[config.mk]
export PLATFORM = sky130hd
export DESIGN_NAME = pif_led_seq
export DESIGN_NICKNAME = d
export VERILOG_FILES = /design/src/rtl/pif_led_pkg.sv /design/src/rtl/pif_led_seq_tick_div.sv /design/src/rtl/pif_led_seq.sv
export SDC_FILE = /design/constraint.sdc
export NUM_CORES = 1
export LEC_CHECK = 0
export CORE_ASPECT_RATIO = 1.1
export CORE_UTILIZATION = 62
export CTS_CLUSTER_DIAMETER = 200
export DETAILED_ROUTE_END_ITERATION = 8
export HOLD_SLACK_MARGIN = 0.05
export PLACE_DENSITY = 0.8
export SYNTH_ARGS = -nofsm -noshare
export SYNTH_HDL_FRONTEND = slang
export SYNTH_SLANG_ARGS = --single-unit
[constraint.sdc]
create_clock -name xclk -period 3.2 [get_ports xclk]
set_input_delay 0.64 -clock xclk [delete_from_list [all_inputs] [get_ports xclk]]
set_output_delay 0.64 -clock xclk [all_outputs]
set_load 0.01 [all_outputs]
[src/rtl/pif_led_pkg.sv]
// pif_led_pkg -- shared definitions for the flasher-board LED sequencer.
//
// Holds the LED mode encoding that the control-register block writes
// and the sequencer decodes, plus the small enums used for the blink
// phase and the breathe ramp direction.
//
// Optional feature macro: PIF_LED_BREATHE_EN (affects pif_led_seq only).
//
// Contents:
//   MODE_W                                   width of the LED mode field (2)
//   led_mode_t                               LED mode type
//   LED_OFF / LED_ALTERNATING / LED_SYNC / LED_BREATHE   mode constants
//   phase_e                                  blink phase (A / B)
//   dir_e                                    breathe ramp direction
//   blink_decode()                           {r,g} for the blink modes

package pif_led_pkg;

    localparam int MODE_W = 2;

    typedef logic [MODE_W-1:0] led_mode_t;

    localparam led_mode_t LED_OFF         = 2'd0;
    localparam led_mode_t LED_ALTERNATING = 2'd1;
    localparam led_mode_t LED_SYNC        = 2'd2;
    localparam led_mode_t LED_BREATHE     = 2'd3;

    typedef enum logic {
        PHASE_A = 1'b0,
        PHASE_B = 1'b1
    } phase_e;

    typedef enum logic {
        DIR_UP   = 1'b0,
        DIR_DOWN = 1'b1
    } dir_e;

    // Returns {red, green} for the phase-driven modes. Every other mode
    // (OFF, and BREATHE which is handled separately) decodes to dark.
    function automatic logic [1:0] blink_decode(input led_mode_t m, input phase_e ph);
        logic [1:0] rg;
        rg = 2'b00;
        case (m)
            LED_ALTERNATING: rg = (ph == PHASE_A) ? 2'b10 : 2'b01;
            LED_SYNC:        rg = (ph == PHASE_A) ? 2'b11 : 2'b00;
            default:         rg = 2'b00;
        endcase
        return rg;
    endfunction

endpackage

[src/rtl/pif_led_seq_tick_div.sv]
// pif_tick_div -- prescaler producing the sequencer time base.
//
// Counts 0..PRESCALE-1 on every clock and wraps. `wrap` is the
// combinational strobe for the cycle in which the counter sits on its
// last value (the same edge that wraps it advances the consumers);
// `tick` is the registered copy of that strobe, visible one cycle later.
// A synchronous clear returns the counter to 0 and suppresses the tick,
// so a wrap coinciding with a clear is dropped.
//
// Ports:
//   clk   in  1  rising-edge clock
//   clr   in  1  synchronous clear (reset or mode restart)
//   wrap  out 1  combinational wrap strobe, 0 while clr is high
//   tick  out 1  registered one-cycle tick strobe

module pif_tick_div #(
    parameter int PRESCALE = 12000
) (
    input  logic clk,
    input  logic clr,
    output logic wrap,
    output logic tick
);

    localparam int P_W = (PRESCALE > 1) ? $clog2(PRESCALE) : 1;
    localparam logic [P_W-1:0] P_LAST = P_W'(PRESCALE - 1);

    logic [P_W-1:0] p;

    assign wrap = (p == P_LAST) && !clr;

    always_ff @(posedge clk) begin
        if (clr) begin
            p    <= '0;
            tick <= 1'b0;
        end else begin
            tick <= wrap;
            if (wrap) begin
                p <= '0;
            end else begin
                p <= p + P_W'(1);
            end
        end
    end

endmodule

[src/rtl/pif_led_seq.sv]
// pif_led_seq -- red/green LED sequencer for the flasher board.
//
// Turns the 2-bit LED mode from the control register into registered
// drive for the two LEDs: OFF, ALTERNATING, SYNC blink and, when the
// macro PIF_LED_BREATHE_EN is defined, a PWM "breathe" triangle ramp.
// Without the macro the PWM/duty/direction registers are not built and
// mode 3 decodes as dark (it still restarts the sequence when selected).
//
// Any change of `mode` restarts the sequence: prescaler, half-phase
// counter, phase and the breathe ramp return to their reset values in
// the same cycle that mode_q latches the new mode, and a tick falling
// on that cycle is dropped. The PWM counter is free-running and is only
// cleared by rst.
//
// Ports:
//   xclk   in  1  oscillator clock, rising edge
//   rst    in  1  synchronous active-high reset
//   mode   in  2  LED mode (0 OFF, 1 ALTERNATING, 2 SYNC, 3 BREATHE)
//   led_r  out 1  red LED drive, active-high, registered
//   led_g  out 1  green LED drive, active-high, registered
//   tick   out 1  one-cycle prescaler wrap strobe, registered

module pif_led_seq
    import pif_led_pkg::*;
#(
    parameter int PRESCALE   = 12000,
    parameter int HALF_TICKS = 250,
    parameter int PWM_W      = 6
) (
    input  logic              xclk,
    input  logic              rst,
    input  logic [MODE_W-1:0] mode,
    output logic              led_r,
    output logic              led_g,
    output logic              tick
);

    if (PRESCALE < 2 || HALF_TICKS < 1 || PWM_W < 1) begin : g_bad_params
        $error("pif_led_seq: illegal PRESCALE/HALF_TICKS/PWM_W");
    end

    localparam int H_W = (HALF_TICKS > 1) ? $clog2(HALF_TICKS) : 1;
    localparam logic [H_W-1:0] H_LAST = H_W'(HALF_TICKS - 1);

    led_mode_t mode_q;
    logic      mode_change;
    logic      clr;
    logic      wrap;

    assign mode_change = (mode != mode_q);
    assign clr         = rst | mode_change;

    pif_tick_div #(
        .PRESCALE(PRESCALE)
    ) u_tick_div (
        .clk  (xclk),
        .clr  (clr),
        .wrap (wrap),
        .tick (tick)
    );

    // ------------------------------------------------------------------
    // Blink phase FSM. The half-phase counter advances on the wrap edge,
    // so a phase lasts exactly PRESCALE*HALF_TICKS cycles from a restart.
    // ------------------------------------------------------------------
    logic [H_W-1:0] h;
    logic [H_W-1:0] h_next;
    phase_e         phase;
    phase_e         phase_next;

    always_comb begin
        h_next     = h;
        phase_next = phase;
        if (wrap) begin
            if (h == H_LAST) begin
                h_next     = '0;
                phase_next = (phase == PHASE_A) ? PHASE_B : PHASE_A;
            end else begin
                h_next = h + H_W'(1);
            end
        end
        if (mode_q == LED_OFF) begin
            phase_next = PHASE_A;
        end
    end

    always_ff @(posedge xclk) begin
        if (rst) begin
            mode_q <= LED_OFF;
            h      <= '0;
            phase  <= PHASE_A;
        end else if (mode_change) begin
            mode_q <= mode;
            h      <= '0;
            phase  <= PHASE_A;
        end else begin
            h      <= h_next;
            phase  <= phase_next;
        end
    end

    // ------------------------------------------------------------------
    // Breathe ramp: triangle on duty with a one-tick dwell at each end,
    // compared against a free-running PWM counter.
    // ------------------------------------------------------------------
    logic breathe_on;

`ifdef PIF_LED_BREATHE_EN
    localparam logic [PWM_W-1:0] DUTY_MAX = '1;

    logic [PWM_W-1:0] pwm;
    logic [PWM_W-1:0] duty;
    logic [PWM_W-1:0] duty_next;
    dir_e             dir;
    dir_e             dir_next;

    always_comb begin
        duty_next = duty;
        dir_next  = dir;
        if (wrap) begin
            if (dir == DIR_UP) begin
                if (duty == DUTY_MAX) begin
                    dir_next = DIR_DOWN;
                end else begin
                    duty_next = duty + PWM_W'(1);
                end
            end else begin
                if (duty == '0) begin
                    dir_next = DIR_UP;
                end else begin
                    duty_next = duty - PWM_W'(1);
                end
            end
        end
    end

    always_ff @(posedge xclk) begin
        if (rst) begin
            pwm <= '0;
        end else begin
            pwm <= pwm + PWM_W'(1);
        end
        if (clr) begin
            duty <= '0;
            dir  <= DIR_UP;
        end else begin
            duty <= duty_next;
            dir  <= dir_next;
        end
    end

    assign breathe_on = (pwm < duty);
`else
    assign breathe_on = 1'b0;
`endif

    // ------------------------------------------------------------------
    // Output decode, registered from the current mode_q/phase/ramp state.
    // ------------------------------------------------------------------
    logic [1:0] rg_next;

    always_comb begin
        rg_next = 2'b00;
        if (mode_q == LED_BREATHE) begin
            rg_next = {breathe_on, breathe_on};
        end else begin
            rg_next = blink_decode(mode_q, phase);
        end
    end

    always_ff @(posedge xclk) begin
        if (rst) begin
            led_r <= 1'b0;
            led_g <= 1'b0;
        end else begin
            led_r <= rg_next[1];
            led_g <= rg_next[0];
        end
    end

endmodule

==> results.sh <==
export IMPL_status="finished, final reports clean"
export IMPL_path_clk_slew_ps=130
export IMPL_fill_cells=176
export IMPL_postCtsSetupRepairBufs=0
export IMPL_crit_family="simple AND/OR/NAND/NOR gates"
export IMPL_via_per_inst=5.76
export IMPL_root_buffer="clkbuf_4"
export IMPL_synth_area_per_cell_um2=8.96
export IMPL_end_kind="flip-flop"
export IMPL_yosysUniqueCellTypes=32
export IMPL_critPathSlowestCell="or4_4"
export IMPL_multi_input_area_um2=697
export IMPL_worst_ir_drop_vdd_mv=0.284
export IMPL_crit_arrival_ps=2410
export IMPL_gr_usage_all_layers_pct=21.5
export IMPL_synth_seq_area_share_pct=42.9
export IMPL_syn_area_um2=1310
export IMPL_synthTopCellsByCount="28 x dfxtp_1, 16 x nor2_1, 11 x nand2_1, 9 x nor3_1, 8 x xnor2_1"
export IMPL_clock_power_share_pct=30.1
export IMPL_ys_ff_latch=28
export IMPL_final_nets=164
export IMPL_initial_utilization_pct=65.4
export IMPL_hp_class="flip-flop to flip-flop"
export IMPL_wire_per_inst_um=12.4
export IMPL_dp_hpwl_um=1700
export IMPL_drtIter0Drc=16
export IMPL_p_per_area_nw_per_um2=383
export IMPL_async_flop_share_pct=0
export IMPL_syn_nets=157
export IMPL_p_int_mw=0.433
export IMPL_pin_count=7
export IMPL_grt_pass1_wl_um=3660
export IMPL_path_depth=5
export IMPL_final_cells=180
export IMPL_clk_path_buf_depth=2
export IMPL_vias=1036
export IMPL_grt_max_degree=16
export IMPL_synthToLayoutAreaGrowth_pct=8.52
export IMPL_ys_flop_type="dfxtp_1"
export IMPL_fmax_ghz=0.463
export IMPL_clkSinkCount=28
export IMPL_synth_edf_count=0
export IMPL_place_gp_congestion=0.736
export IMPL_finalHoldViolCount=0
export IMPL_fp_dieW_um=45.8
export IMPL_slew_headroom_pct=57.9
export IMPL_antenna_found_initial=0
export IMPL_ant_nets=0
export IMPL_finalClockSkew_ps=5.20
export IMPL_min_path_cells=1
export IMPL_drv_slew=0
export IMPL_yosysTopAreaCellShare_pct=42.9
export IMPL_grt_pass1_vias=917
export IMPL_regArea_um2=561
export IMPL_num_antenna_cells=0
export IMPL_insertion_delay_ps=310
export IMPL_finalCritPeriodShare_pct=67.5
export IMPL_maxCapViolCount=0
export IMPL_path_class="flip-flop to flip-flop"
export IMPL_syn_inst=146
export IMPL_worstPathCellList="ha_1, nand4_2, or4_4, or4_1, a21oi_1"
export IMPL_overflow=0
export IMPL_rsz0062_at_grt="no"
export IMPL_rows=17
export IMPL_postPlaceCellArea_um2=1380
export IMPL_critPathMaxFanout=13
export IMPL_cts_buffers=3
export IMPL_pre_cts_ws_ps=1050
export IMPL_timing_final_ws_setup_ps=1040
export IMPL_synth_top_area_cell="dfxtp_1"
export IMPL_postCtsHoldBufs=0
export IMPL_yosysWarnings=0
export IMPL_drcViolationCount=0
export IMPL_tritoncts="yes"
export IMPL_power_switching_mw=0.111
export IMPL_whs_ps=492
export IMPL_fin_tns_setup_ps=0
export IMPL_core_area_um2=2000
export IMPL_setup_viol=0
export IMPL_drt_pass1_iter_count=4
export IMPL_post_route_util_pct=71.0
export IMPL_comb_power_share_pct=4.6
export IMPL_power_leakage_nw=0.459
export IMPL_cts_resized=0
export IMPL_synth_area_leaders="dfxtp_1 43%, ha_1 6.7%, xnor2_1 5.4%, nor2_1 4.6%, xor2_1 4.0%"
export IMPL_die_h_um=50.2
export IMPL_place_inst=176
export IMPL_pwr_share_seq_pct=65.3
export IMPL_port_buffers=6
export IMPL_cp_start_kind="flip-flop"
export IMPL_design_die_area_um2=2300
export IMPL_max_stage_delay_ps=640
export IMPL_wl_um=2230
export IMPL_r2r_cells=5
export IMPL_period_needed_ps=2160
export IMPL_fin_area_um2=1420
export IMPL_cp_required_ps=3450
export IMPL_tightest_slew_ps=625
export IMPL_h_tree_depth=1
export IMPL_synth_most_common_cell="dfxtp_1"
export IMPL_drive_gt1_share_pct=5.92
export IMPL_power_mw=0.544
export IMPL_path_buf_inv=0
export IMPL_switching_share_pct=20.4
[layout by cell type (no fill, tap or decap), types with 2 or more instances in the layout]
cell type / netlist / routed
ha_1: 7 / 7
clkbuf_4: 0 / 3
or3_1: 5 / 5
clkdlybuf4s50_1: 0 / 6
nor3_1: 9 / 9
o32ai_1: 2 / 2
nand2_1: 11 / 11
o21ai_0: 5 / 5
dfxtp_1: 28 / 28
nor2b_1: 2 / 2
a21oi_1: 5 / 5
xor2_1: 6 / 6
nand4_1: 5 / 5
nand3_1: 7 / 7
nor2_1: 16 / 16
a32o_1: 3 / 3
xnor2_1: 8 / 8
and3_1: 2 / 2
inv_1: 6 / 6
nor4_1: 3 / 3
[flip-flops by register name, indices dropped and copies added, names as in the netlist]
name	flops
led_g	1
u_tick_div.tick	1
mode_q	2
h	8
led_r	1
u_tick_div.p	14
phase	1
[metal layers]
layer  GRT usage, %  vias up  part of all wire (%)
li1               -      530                     -
met4           8.82        0                   1.2
met5              0        -                     0
met2           37.4       10                    52
met1           25.3      494                    45
met3           3.24        2                   1.7
[layout make-up]
type	instances	share of cell area (%)
Tap cell	28	2.47
Sequential cell	28	39.5
Clock buffer	4	2.56
Timing Repair Buffer	7	4.76
Multi-Input combinational cell	107	49.1
Inverter	6	1.59
[final timing paths]
check | startpoint | to | slack, ps
worst min register to register | u_tick_div.p[0] | u_tick_div.p[0] | 490
worst max register to register | u_tick_div.p[0] | h[2] | 1040
worst min-delay path | u_tick_div.p[0] | u_tick_div.p[0] | 490
worst max-delay path | u_tick_div.p[0] | h[2] | 1040
[cell families after synthesis]
group | count (synthesis) | synth area share (%)
xor+xnor | 14 | 9.38
buf+inv | 11 | 3.83
simple gates | 68 | 27.8
fa+ha+maj | 7 | 6.70
flops | 28 | 42.9
mux | 1 | 0.766
compound gates | 17 | 8.61
[power by group through the flow]
stage	Combinational [mW]	Clock, mW	Sequential, mW
6_report	0.0252	0.164	0.355
5_1_grt	0.0281	0.187	0.356
4_1_cts	0.0259	0.168	0.355
3_5_place_dp	0.0256	0	0.363
3_3_place_gp	0.0243	0	0.362
2_1_floorplan	0.0141	0	0.363
Power figures use the tool's default switching activity.
